===== src/rtl/fetch_ctrl.sv =====
// -----------------------------------------------------------------------------
// fetch_ctrl -- sequencing controller for the Beta instruction fetch stage.
//
// Converts the instruction-memory handshake, the decode-stage hazard and
// redirect requests and the external interrupt line into the fetch stage's
// stall / irq / ir_src_rf controls. It also runs a memory-timeout watchdog
// that latches a fault. No datapath registers live here.
//
// Parameters
//   MEM_TIMEOUT   consecutive un-acked request cycles that trip the watchdog
//                 (2..255)
//
// Ports
//   clk, rst        clock; synchronous active-high reset
//   imem_ack        instruction data for the current address is valid
//   imem_req        fetch request to instruction memory
//   hazard_stall    decode asks the fetch stage to hold
//   redirect        decode is changing flow this cycle
//   supv            supervisor bit of the instruction in RF (masks interrupts)
//   irq_line        level-sensitive interrupt request
//   irq_ack         one-cycle pulse when an interrupt is taken
//   stall, irq      fetch stage controls
//   ir_src_rf       fetch IR source select (DATA / NOP / EXCEPT)
//   fetch_fault     sticky watchdog fault, cleared only by rst
//   perf_stall_cnt  stall cycles outside BOOT/FAULT  (FETCH_CTRL_PERF_EN only)
//   perf_squash_cnt redirect-annulled slots          (FETCH_CTRL_PERF_EN only)
//   state_dbg       current FSM state encoding
//
// Optional feature: define FETCH_CTRL_PERF_EN to build the performance
// counters and their ports. Without it both are absent.
//
// Memory handshake: imem_req is held high for every cycle the controller
// wants an instruction; a cycle with imem_req=1 and imem_ack=1 delivers the
// instruction for the current address. Without an ack the request stays up
// and the same address is presented again the next cycle.
// -----------------------------------------------------------------------------
module fetch_ctrl #(
    parameter int unsigned MEM_TIMEOUT = 16
) (
    input  logic        clk,
    input  logic        rst,
    input  logic        imem_ack,
    output logic        imem_req,
    input  logic        hazard_stall,
    input  logic        redirect,
    input  logic        supv,
    input  logic        irq_line,
    output logic        irq_ack,
    output logic        stall,
    output logic        irq,
    output logic [1:0]  ir_src_rf,
    output logic        fetch_fault,
`ifdef FETCH_CTRL_PERF_EN
    output logic [31:0] perf_stall_cnt,
    output logic [31:0] perf_squash_cnt,
`endif
    output logic [2:0]  state_dbg
);

    // IR source encodings shared with the fetch stage.
    localparam logic [1:0] IR_SRC_DATA   = 2'd0;
    localparam logic [1:0] IR_SRC_NOP    = 2'd1;
    localparam logic [1:0] IR_SRC_EXCEPT = 2'd2;

    localparam logic [7:0] WD_LIMIT = 8'(MEM_TIMEOUT);

    typedef enum logic [2:0] {
        S_BOOT     = 3'd0,
        S_RUN      = 3'd1,
        S_WAIT     = 3'd2,
        S_TAKE_IRQ = 3'd3,
        S_FAULT    = 3'd4
    } state_e;

    state_e     state_q, state_d;
    logic [7:0] wd_q, wd_d;
    logic [7:0] wd_inc;
    // Interrupt arm flag: cleared by a take, set again once supv is seen high.
    // The instruction in RF can still be user-mode for a cycle or two after a
    // take, so this stops a second take before the handler reaches RF.
    logic       armed_q, armed_d;
    logic       take;
    logic       squash;

    assign wd_inc = wd_q + 8'd1;

    always_comb begin
        state_d     = state_q;
        wd_d        = wd_q;
        imem_req    = 1'b0;
        stall       = 1'b1;
        irq         = 1'b0;
        irq_ack     = 1'b0;
        ir_src_rf   = IR_SRC_NOP;
        fetch_fault = 1'b0;
        take        = 1'b0;
        squash      = 1'b0;

        case (state_q)
            S_BOOT: begin
                state_d = S_RUN;
            end

            S_RUN, S_WAIT: begin
                imem_req = 1'b1;
                stall    = ~imem_ack | hazard_stall;
                if (!imem_ack) begin
                    ir_src_rf = IR_SRC_NOP;
                end else if (redirect) begin
                    // Annul the wrong-path slot; only in the ack cycle, so a
                    // redirect held across a wait squashes exactly once.
                    ir_src_rf = IR_SRC_NOP;
                    squash    = 1'b1;
                end else begin
                    ir_src_rf = IR_SRC_DATA;
                end

                // Never take alongside a redirect so the saved XP is the
                // sequential PC.
                take = (state_q == S_RUN) && irq_line && !supv && imem_ack &&
                       !hazard_stall && !redirect && armed_q;

                wd_d = imem_ack ? 8'd0 : wd_inc;

                if (!imem_ack && (wd_inc >= WD_LIMIT)) begin
                    state_d = S_FAULT;
                end else if (take) begin
                    state_d = S_TAKE_IRQ;
                end else if (!imem_ack) begin
                    state_d = S_WAIT;
                end else begin
                    state_d = S_RUN;
                end
            end

            S_TAKE_IRQ: begin
                stall     = 1'b0;
                irq       = 1'b1;
                irq_ack   = 1'b1;
                ir_src_rf = IR_SRC_EXCEPT;
                if (imem_ack) begin
                    wd_d = 8'd0;
                end
                state_d   = S_RUN;
            end

            S_FAULT: begin
                fetch_fault = 1'b1;
            end

            default: begin
                state_d = S_BOOT;
            end
        endcase
    end

    always_comb begin
        armed_d = armed_q;
        if (take) begin
            armed_d = 1'b0;
        end else if (supv) begin
            armed_d = 1'b1;
        end
    end

`ifdef FETCH_CTRL_PERF_EN
    logic [31:0] perf_stall_cnt_q, perf_stall_cnt_d;
    logic [31:0] perf_squash_cnt_q, perf_squash_cnt_d;

    always_comb begin
        perf_stall_cnt_d  = perf_stall_cnt_q;
        perf_squash_cnt_d = perf_squash_cnt_q;
        if (stall && (state_q != S_BOOT) && (state_q != S_FAULT)) begin
            perf_stall_cnt_d = perf_stall_cnt_q + 32'd1;
        end
        if (squash) begin
            perf_squash_cnt_d = perf_squash_cnt_q + 32'd1;
        end
    end

    always_ff @(posedge clk) begin
        if (rst) begin
            perf_stall_cnt_q  <= 32'd0;
            perf_squash_cnt_q <= 32'd0;
        end else begin
            perf_stall_cnt_q  <= perf_stall_cnt_d;
            perf_squash_cnt_q <= perf_squash_cnt_d;
        end
    end

    assign perf_stall_cnt  = perf_stall_cnt_q;
    assign perf_squash_cnt = perf_squash_cnt_q;
`endif

    always_ff @(posedge clk) begin
        if (rst) begin
            state_q <= S_BOOT;
            wd_q    <= 8'd0;
            armed_q <= 1'b1;
        end else begin
            state_q <= state_d;
            wd_q    <= wd_d;
            armed_q <= armed_d;
        end
    end

    assign state_dbg = state_q;

endmodule


===== config.mk =====
export PLATFORM = sky130hd
export DESIGN_NAME = fetch_ctrl
export DESIGN_NICKNAME = d
export VERILOG_FILES = /design/src/rtl/fetch_ctrl.sv
export SDC_FILE = /design/constraint.sdc
export NUM_CORES = 1
export LEC_CHECK = 0
export CAP_MARGIN = 20
export CORE_MARGIN = 1.5
export CORE_UTILIZATION = 40
export CTS_CLUSTER_SIZE = 20
export DETAILED_ROUTE_END_ITERATION = 10
export DONT_BUFFER_PORTS = 1
export SLEW_MARGIN = 30
export SYNTH_ARGS = -nofsm -noshare
export SYNTH_HDL_FRONTEND = slang
export SYNTH_SLANG_ARGS = --single-unit

===== constraint.sdc =====
create_clock -name clk -period 3.05 [get_ports clk]
set_clock_uncertainty 0.05 [all_clocks]
set_input_delay 0.4575 -clock clk [delete_from_list [all_inputs] [get_ports clk]]
set_output_delay 0.4575 -clock clk [all_outputs]
set_load 0.02 [all_outputs]

# Yosys cells after proc, flatten, opt, wreduce, memory -nomap -nowiden
# Index checks and enable logic that the tools add are counted.
# classes
n_eq_ne	5
mux	17
magnitude_cmp	1
bitwise_logic	2
reduce_logical	17
n_addsub	1
# ops
operator	count
$mux W8	2
$pmux W8 S2	1
$pmux W3 S3	1
$add A8 B1 Y8 const B	1
$ge A8 B5 Y1 const B	1
$mux W1	8
$logic_and A1 B1 Y1	7
$eq A3 B2 Y1 const B	2
$logic_not A1 Y1	4
$mux W2	2
$pmux W2 S2	1
$reduce_bool A2 Y1	2
$reduce_or A2 Y1	2
$eq A3 B1 Y1 const B	1
$eq A3 B3 Y1 const B	1
$logic_not A3 Y1	1
$mux W3	1
$ne A2 B2 Y1 const B	1
$pmux W1 S2	1
$reduce_and A2 Y1	1
$not A1 Y1	1
$or A1 B1 Y1	1
# totals
reg_bits	12
word_cells	46

# Logic depth before layout (Yosys ltp)
# logic_depth
depth_word	10
ltp_mapped	6

# Least setup slack after synthesis
# No wires, ideal clock.
# synth_timing
kind	flip-flop to output port
start	register state_q[2] (netlist: state_dbg[2])
end	output irq_ack
path_buffers	2
path_stages_with_launch	4
arrival_ns	1.217
required_time_ns	2.542
path_slack_ns	1.326
cell_sequence	dfxtp_1 -> clkbuf_1 -> and3b_1 -> buf_4
# synth_between
elab_chain_len	2
# synth_lines
item	line_no	rtl
start: declaration	75	state_e state_q, state_d;
start signal: assignment	201	state_q <= state_d;
$eq A3 B2 Y1	-	
$mux W1	-	
end: declaration	48	output logic irq_ack,
# No other way between the ends.

# Worst setup path after layout
# layout_timing
start	register state_q[0] (netlist: state_dbg[0])
end	output imem_req
# layout_between
elab_chain_len	3
word_cells_on_any_way	4
# layout_lines
item	line_no	rtl
$eq A3 B1 Y1 or $eq A3 B2 Y1 (tied branches)	99	case (state_q)
$reduce_or A2 Y1 (*)	-	
$mux W1 (*)	99	
end: declaration	43	output logic imem_req,
# Every way passes the cells marked *; elsewhere a longest branch is shown, timed or not.

==> impl_metrics.json <==
{
  "status": "complete, no violations",
  "core_area_mm2": 0.00173,
  "required_ns": 2.54,
  "yosysTopAreaCell": "dfxtp_1",
  "final_core_util_pct": 43.5,
  "cts.clk_slew.worst_paths_ns": 0.08,
  "synth.distinct_cells": 39,
  "synth_enable_flop_cells": 0,
  "start_util_pct": 42.2,
  "row_count": 15,
  "postCtsSetupRepairBufs": 0,
  "io_buffers": 0,
  "cts_tree": "yes",
  "cp_max_fo": 9,
  "syn_area_per_cell_um2": 8.38,
  "fin_nets": 93,
  "drv_cap": 0,
  "drtPass1Iterations": 4,
  "drt_iter0_drc": 6,
  "ir_worst_vdd_mv": 0.250,
  "synthDominantCellAreaShare_pct": 32.9,
  "setup_viol": 0,
  "gp_congestion": 0.791,
  "rsz0062_at_grt": "no",
  "numCtsBuffers": 3,
  "cts_max_level": 1,
  "synth_fp_nets": 96,
  "crit_type": "reg2out",
  "fmax_mhz": 507,
  "ys_seq_area_share_pct": 32.9,
  "ios": 17,
  "leakagePower_uw": 0.000276,
  "area_growth_pct": 2.92,
  "wl_per_cell_um": 13.6,
  "slew_headroom_pct": 56.6,
  "fin_crit_sh_pct": 64.6,
  "final_antenna_net_count": 0,
  "dpl.hpwl_um": 1060,
  "vias": 627,
  "cts_hold_buf": 0,
  "grt_pass1_wl_um": 2690,
  "crit_path_end_kind": "primary output",
  "grt_pass1_vias": 592,
  "start_kind": "flip-flop",
  "die_w_um": 45.7,
  "synth_ff_type": "dfxtp_1",
  "synthTopCellsByArea": "dfxtp_1 33%, nor2_1 4.6%, buf_4 4.1%, nand2_1 3.6%, a311oi_1 3.6%",
  "power.density_cell_area_mw_per_mm2": 457,
  "grt_max_degree": 16,
  "drc": 0,
  "dieHeight_um": 45.7,
  "grt_overflow": 0,
  "root_buffer": "clkbuf_4",
  "netlist_instances": 87,
  "cts.sinks": 12,
  "ff_latch_area_um2": 240,
  "period_needed_ns": 1.97,
  "grt_usage_pct": 18.0,
  "cts_resized": 0,
  "ys_seq_elements": 12,
  "grt_antenna_before_repair": 0,
  "n_antenna_cell": 0,
  "min_path_type": "in2reg",
  "arrival_ns": 1.46,
  "wl_um": 1470,
  "ys_async_sr_fraction_pct": 0,
  "clock_latency_ns": 0.27,
  "setup_tns_ns": 0,
  "vias_per_cell": 5.81,
  "final_layout_size_suffix_gt1_share_pct": 10.8,
  "synth_warnings": 0,
  "syn-cell-area_um2": 729,
  "tightest_slew_ns": 0.649,
  "clockBufferDepth": 2,
  "multiInputGateArea_um2": 435,
  "die_area_mm2": 0.00209,
  "report.final.slew_viol_count": 0,
  "fill_cells": 196,
  "hold_viol_final": 0
}
flip-flops by register name, summed over array words and instances, names as in the netlist:
register   flops
wd_q           8
state_dbg      3
armed_q        1
critical path: stages, from the launching register on:
cell	delay, ns
dfxtp_1	0.63
xnor2_2	0.21
nor2_1	0.35
through the flow:
stage / setup slack [ns] / area (um2) / instances / power (uW) / hold WS (ns)
detailed placement: 1.15 / 714 / 104 / 218 / 0.443
CTS: 1.09 / 751 / 108 / 346 / 0.183
global placement: 1.22 / 714 / 104 / 217 / 0.429
floorplan: 1.33 / 729 / 87 / 216 / 0.411
global route: 0.977 / 751 / 108 / 363 / 0.175
finish: 1.08 / 751 / 108 / 343 / 0.191
layer usage:
layer  part of all wire (%)  track usage (%)  wire [um]  up-vias
met5                      0                0          0        -
met4                    1.7             8.57         25        0
met3                    3.3             5.16         49        4
met2                     46             26.2        682       12
met1                     49             24.2        716      300
li1                       -                -          -      311
report_power, final:
group | total (uW) | switching [uW] | internal, uW
sequential | 172 | 10.9 | 161
clock | 128 | 55.8 | 72.6
combinational | 42.8 | 28.5 | 14.4
total | 343 | 95.2 | 248
layout make-up:
cell class	count	share of cell area, %
Multi-Input combinational cell	65	58.0
Sequential cell	12	32.0
Clock buffer	4	4.83
Tap cell	25	4.17
Inverter	2	1.00
cells by family (layout without fill, tap and decap cells):
logic type / Yosys count / in the layout / share of synthesized area (%)
xor+xnor: 3 / 3 / 4.63
flops: 12 / 12 / 32.9
buf+inv: 10 / 6 / 7.38
mux: 1 / 1 / 1.54
fa+ha+maj: 2 / 2 / 3.43
simple gates: 36 / 36 / 28.1
compound gates: 23 / 23 / 22.0
layout by cell type, fill, tap and decap left out:
cell type / synthesis / layout
mux2_2: 1 / 1
o21ai_2: 1 / 1
a21oi_1: 3 / 3
nand4b_1: 1 / 1
o211ai_1: 1 / 1
a41oi_1: 1 / 1
o221a_1: 1 / 1
xnor2_2: 1 / 1
o21ai_1: 4 / 4
nand2_1: 7 / 7
a22oi_1: 1 / 1
inv_1: 2 / 2
o21ai_0: 3 / 3
clkbuf_4: 0 / 3
a211oi_1: 1 / 1
and4b_1: 1 / 1
nand2b_1: 3 / 3
and3b_1: 2 / 2
xnor2_1: 2 / 2
a2111oi_0: 1 / 1
nor3b_1: 1 / 1
clkbuf_8: 0 / 1
dfxtp_1: 12 / 12
and4_1: 1 / 1
or3_1: 1 / 1
ha_1: 2 / 2
a31oi_1: 1 / 1
and3_1: 2 / 2
or3_4: 1 / 1
nor2_1: 9 / 9
o21ba_1: 1 / 1
nor4b_1: 1 / 1
o21a_1: 1 / 1
nor3_1: 2 / 2
a311oi_1: 3 / 3
nor3_2: 1 / 1
nand3_1: 3 / 3
final timing paths:
check | slack (ns) | end | from | depth (start not counted)
min | 0.19 | state_dbg[2] | rst | 1
max | 1.08 | imem_req | state_dbg[0] | 2
max reg2reg | 1.11 | wd_q[6] | state_dbg[0] | 4
min reg2reg | 0.46 | wd_q[7] | wd_q[7] | 1
synth_stat cells (2+ instances only):
master / count
nand2b_1: 3
xnor2_1: 2
and3_1: 2
o21ai_0: 3
and3b_1: 2
clkbuf_1: 2
nor2_1: 9
nand2_1: 7
dfxtp_1: 12
o21ai_1: 4
ha_1: 2
nor3_1: 2
inv_1: 2
buf_4: 4
a21oi_1: 3
a311oi_1: 3
nand3_1: 3
Power figures use the tool's default switching activity.
